<file path="src/rtl/keypad_emulator.sv">
// ---------------------------------------------------------------------------
// keypad_emulator
//
// Stands in for a physical 4x4 matrix keypad on the bench and in self-test
// builds. A host queues one key press at a time; the block then plays back
// press bounce, a solid hold, release bounce and a quiet gap. While the
// contact is closed it answers the scanner's active-low row drive on the
// matching active-low column line.
//
// Parameters:
//   BOUNCE_PERIOD - clk cycles per bounce phase (>= 1)
//   GAP_CYCLES    - clk cycles of open contact after release (>= 1)
//   HOLD_W        - width of the hold-duration field
//
// Ports:
//   clk        - system clock
//   rst_n      - synchronous active-low reset
//   row_n      - row drive from the scanner, row i active when row_n[i]=0
//   col_n      - column return, active-low, idle 4'b1111
//   cmd_valid  - host command valid
//   cmd_ready  - block is idle and can accept a command
//   cmd_key    - key code, [3:2] row index, [1:0] column index
//   cmd_hold   - cycles of solid closure (0 behaves as 1)
//   cmd_bounce - bounce count N on press and on release (0 = clean edges)
//   abort      - cancel the current press
//   key_down   - current contact state (1 = closed)
//   active_key - key code latched when the command was accepted
//   busy       - a command is in progress
//   done       - one-cycle pulse when a command completes normally
// ---------------------------------------------------------------------------
module keypad_emulator #(
    parameter int BOUNCE_PERIOD = 4,
    parameter int GAP_CYCLES    = 8,
    parameter int HOLD_W        = 16
) (
    input  logic              clk,
    input  logic              rst_n,
    input  logic [3:0]        row_n,
    output logic [3:0]        col_n,
    input  logic              cmd_valid,
    output logic              cmd_ready,
    input  logic [3:0]        cmd_key,
    input  logic [HOLD_W-1:0] cmd_hold,
    input  logic [3:0]        cmd_bounce,
    input  logic              abort,
    output logic              key_down,
    output logic [3:0]        active_key,
    output logic              busy,
    output logic              done
);

    // One shared down-counter times every phase, so it must be wide enough
    // for the longest of a bounce phase, the hold and the gap.
    localparam int BP_W  = $clog2(BOUNCE_PERIOD + 1);
    localparam int GAP_W = $clog2(GAP_CYCLES + 1);
    localparam int CNT_A = (HOLD_W > BP_W) ? HOLD_W : BP_W;
    localparam int CNT_W = (CNT_A > GAP_W) ? CNT_A : GAP_W;

    localparam logic [CNT_W-1:0] BP_LOAD  = CNT_W'(BOUNCE_PERIOD - 1);
    localparam logic [CNT_W-1:0] GAP_LOAD = CNT_W'(GAP_CYCLES - 1);

    typedef enum logic [2:0] {
        S_IDLE,
        S_BOUNCE_IN,
        S_HELD,
        S_BOUNCE_OUT,
        S_GAP
    } state_t;

    state_t            state;
    logic [CNT_W-1:0]  cnt;
    logic [4:0]        phase_left;
    logic [3:0]        bounce_n;
    logic [HOLD_W-1:0] hold_len;
    logic [HOLD_W-1:0] cmd_hold_eff;

    // A zero hold still produces one closed cycle.
    assign cmd_hold_eff = (cmd_hold == '0) ? HOLD_W'(1) : cmd_hold;

    assign cmd_ready = (state == S_IDLE);
    assign busy      = ~cmd_ready;

    // The switch matrix: the chosen column is pulled low only while the
    // contact is closed and the scanner is driving the key's row. Other
    // rows being low at the same time do not mask it.
    always_comb begin
        col_n = 4'b1111;
        if (key_down && !row_n[active_key[3:2]]) begin
            col_n[active_key[1:0]] = 1'b0;
        end
    end

    // Press sequencer. Each phase loads cnt with (length-1) and advances
    // when it reaches zero. During bounce, phase_left counts the remaining
    // phases and the contact toggles at every phase boundary; the press
    // bounce starts closed and ends open, the release bounce starts open
    // and ends closed, so a single toggle rule serves both.
    always_ff @(posedge clk) begin
        if (!rst_n) begin
            state      <= S_IDLE;
            cnt        <= '0;
            phase_left <= '0;
            bounce_n   <= '0;
            hold_len   <= '0;
            key_down   <= 1'b0;
            active_key <= '0;
            done       <= 1'b0;
        end else begin
            done <= 1'b0;
            if (state != S_IDLE && abort) begin
                state      <= S_IDLE;
                key_down   <= 1'b0;
                cnt        <= '0;
                phase_left <= '0;
            end else begin
                case (state)
                    S_IDLE: begin
                        if (cmd_valid) begin
                            active_key <= cmd_key;
                            hold_len   <= cmd_hold_eff;
                            bounce_n   <= cmd_bounce;
                            key_down   <= 1'b1;
                            if (cmd_bounce == 4'd0) begin
                                state <= S_HELD;
                                cnt   <= CNT_W'(cmd_hold_eff - HOLD_W'(1));
                            end else begin
                                state      <= S_BOUNCE_IN;
                                cnt        <= BP_LOAD;
                                phase_left <= {cmd_bounce, 1'b0} - 5'd1;
                            end
                        end
                    end
                    S_BOUNCE_IN: begin
                        if (cnt != '0) begin
                            cnt <= cnt - CNT_W'(1);
                        end else if (phase_left != 5'd0) begin
                            phase_left <= phase_left - 5'd1;
                            key_down   <= ~key_down;
                            cnt        <= BP_LOAD;
                        end else begin
                            state    <= S_HELD;
                            key_down <= 1'b1;
                            cnt      <= CNT_W'(hold_len - HOLD_W'(1));
                        end
                    end
                    S_HELD: begin
                        if (cnt != '0) begin
                            cnt <= cnt - CNT_W'(1);
                        end else if (bounce_n == 4'd0) begin
                            state    <= S_GAP;
                            key_down <= 1'b0;
                            cnt      <= GAP_LOAD;
                        end else begin
                            state      <= S_BOUNCE_OUT;
                            key_down   <= 1'b0;
                            cnt        <= BP_LOAD;
                            phase_left <= {bounce_n, 1'b0} - 5'd1;
                        end
                    end
                    S_BOUNCE_OUT: begin
                        if (cnt != '0) begin
                            cnt <= cnt - CNT_W'(1);
                        end else if (phase_left != 5'd0) begin
                            phase_left <= phase_left - 5'd1;
                            key_down   <= ~key_down;
                            cnt        <= BP_LOAD;
                        end else begin
                            state    <= S_GAP;
                            key_down <= 1'b0;
                            cnt      <= GAP_LOAD;
                        end
                    end
                    S_GAP: begin
                        if (cnt != '0) begin
                            cnt <= cnt - CNT_W'(1);
                        end else begin
                            state <= S_IDLE;
                            done  <= 1'b1;
                        end
                    end
                    default: begin
                        state    <= S_IDLE;
                        key_down <= 1'b0;
                    end
                endcase
            end
        end
    end

endmodule

</file>
<file path="config.mk">
export PLATFORM = sky130hd
export DESIGN_NAME = keypad_emulator
export DESIGN_NICKNAME = d
export VERILOG_FILES = /design/src/rtl/keypad_emulator.sv
export SDC_FILE = /design/constraint.sdc
export NUM_CORES = 1
export LEC_CHECK = 0
export ABC_AREA = 1
export CORE_UTILIZATION = 62
export CTS_CLUSTER_SIZE = 20
export DETAILED_ROUTE_END_ITERATION = 8
export PLACE_DENSITY = 0.93
export SETUP_SLACK_MARGIN = 0.5
export SYNTH_ARGS = -nofsm -noshare
export SYNTH_HDL_FRONTEND = slang
export SYNTH_SLANG_ARGS = --single-unit
</file>
<file path="constraint.sdc">
create_clock -name clk -period 6.2 [get_ports clk]
set_clock_uncertainty 0.1 [all_clocks]
set_input_delay 1.24 -clock clk [delete_from_list [all_inputs] [get_ports clk]]
set_output_delay 1.24 -clock clk [all_outputs]
set_load 0.1 [all_outputs]
</file>
==> run metrics <==
Layout area overhead 14.37%; initial DRC count 403; FILL cells 489; Util after Layout 0.7488; Root Buffer clkbuf_8; number of enable flip-flop cells after synthesis 0; DR vias/cell 5.692; syn nets 682; post-synth cell types 38; DRT met1 WL 4739 um; Least-Margin Pin Slew 972.8 ps; GRT Total Usage 0.3507; quantity of hold-fixing buffers added after cts 0; # diodes 0; initial antenna violation count 0; WS Path Type in2out; cts repair resizes 0; final setup TNS 0 ps; DIE AREA 6686 um^2; routability congestion estimate 0.9776; register area share after synthesis 0.2537; hold path cells 2; io pins 44; Syn. warnings 0; First-pass DRT Iterations 5; max-slew violations 0; Post-synth top cells nand2_1, nor2_1, inv_1; Synth async-reset ratio 0; Fin. Hold Viols 0; Die H 81.77 um; dominant cells by area after synthesis dfxtp_1, nand2_1, nor2_1, inv_1, o21ai_0; top sig layer met4; Hold Path Class reg2reg; GR Overflow Total 0; worst path arrival time 3360 ps; clock latency on the worst-skew pair 310 ps; #FFs+latches synth 50; met3 WL 764 um; critical path fanouts, max 2; Yosys top cell by area dfxtp_1; final wirelength 11040 um; WL per Instance 14.59 um; CTS buffer count 5; Comb power frac 0.686; clock power share 0.094; Rel. slew slack 0.3495; Net Sw Frac 0.5722; Max VDD drop 0.0005265 V; Mapped Avg Cell Area 6.145 um^2; sequential power share 0.220; reg2reg setup slack 3970 ps; cell area after synthesis 3945 um^2; cell area power density 566.3 nW/um^2; routed via count 4309; minimum clock period 4705 ps; Int Power 1.093 mW; final period utilization 0.7588; hpwl dp 8650 um; crit end category primary output; first-pass GRT wire length 17710 um; WL met2 5018 um; Post-Syn Instances 642; NetSw 1.462 mW; # rows 28; TritonCTS clock tree yes; Startpoint Class input pin; RSZ-0062 raised after global routing false; Layout Nets 721; top-count cell post-synth nand2_1; Worst EP required 4860 ps; clock-pin slew on the worst setup and hold paths 100 ps; initial core utilization 0.6547; drc violations 0; Leak 2.065 nW; maximum clock path buffer count 2; R2R cell count 10; total core area 6026 um^2; share of post-route cells with drive strength above 1 0.08651; status complete, no violations; H-tree Lvls 2; number of global-route vias before repair 3799; Yosys top cell area share 0.2537; remaining antenna violation count 0; setup bufs post-CTS 0; main flop type after synthesis dfxtp_1; Final setup viols 0; CTS sink cnt 50; total of max-cap violations 0; Max Fclk 212.6 MHz; port bufs 43; Chip Width 81.77 um; largest net degree at the start of global routing 35
-- state kept, by name, summed over array words and instances (netlist names) --
signal and cells:
bounce_n 4, key_down 1, done 1, active_key 4, phase_left 5, cnt 16
state 3, hold_len 16
-- logic make-up after synthesis --
kind of cell | Yosys count | share of synthesized area
AOI/OAI and AO/OA | 122 | 0.1678
DFF | 50 | 0.2537
and+or+nand+nor | 343 | 0.4025
xor gates and xnor gates | 21 | 0.04662
adders and majority gates | 8 | 0.02537
buffers and inverters | 98 | 0.1040
-- routing by layer --
layer,vias up,global-route usage
met5,-,0
met4,0,0.1667
met3,46,0.07556
met1,1910,0.4315
li1,2148,-
met2,205,0.5777
-- per-stage QoR --
step | worst slack, ps | hold slack, ps | area [um^2] | instances | total power [mW]
finish | 1495 | 402.1 | 4512 | 757 | 2.555
global route | 1417 | 425.4 | 4512 | 757 | 2.764
CTS | 1499 | 397.6 | 4512 | 757 | 2.517
detailed placement | 1507 | 385.8 | 4398 | 749 | 2.270
global placement | 1596 | 377.1 | 4398 | 749 | 2.220
floorplan | 2441 | 352.8 | 3945 | 642 | 1.937
-- placed cells by master, fill, tap and decap left out, drive strengths merged --
master,count
a211oi,1
a21oi,42
a22oi,1
bufinv,1
clkbuf,5
clkdlybuf4s50,43
clkinvlp,2
dfxtp,50
ha,8
inv,87
nand2,134
nand3,56
nand4,10
nor2,129
nor3,11
o211ai,3
o21ai,70
o21bai,1
o221ai,1
o22ai,2
o31ai,1
or2,3
xnor2,6
xor2,15
-- layout make-up --
cell class                 instances  area [um^2]  share of cell area
multi-input combinational        494         2534              0.5616
sequential                        50         1001              0.2219
timing repair buffer              43        430.4             0.09540
inverter                          87        339.1             0.07515
tap                               75        93.84             0.02080
clock buffer                       5        68.82             0.01525
clock inverter                     3        45.04            0.009983
-- critical path, stage by stage --
cell and delay (ps):
clkdlybuf4s50_1 410, or2_2 270, o211ai_1 90, o211ai_1 160, nor2_1 150, nand2_1 70, clkdlybuf4s50_1 970
-- power groups by stage --
stage	logic, mW	clock network (mW)	registers (mW)
after CTS	1.72	0.239	0.557
after global routing	1.93	0.252	0.578
after detailed placement	1.71	0	0.563
final	1.75	0.240	0.562
after floorplan	1.34	0	0.601
after global placement	1.66	0	0.559
-- path summary, 6_finish.rpt --
check / from / to
setup / recovery: row_n[0] / col_n[2]
hold / removal: active_key[3] / active_key[3]
setup reg to reg: phase_left[0] / cnt[15]
hold reg to reg: active_key[3] / active_key[3]
Note: power is estimated with default switching activity, not from simulation.
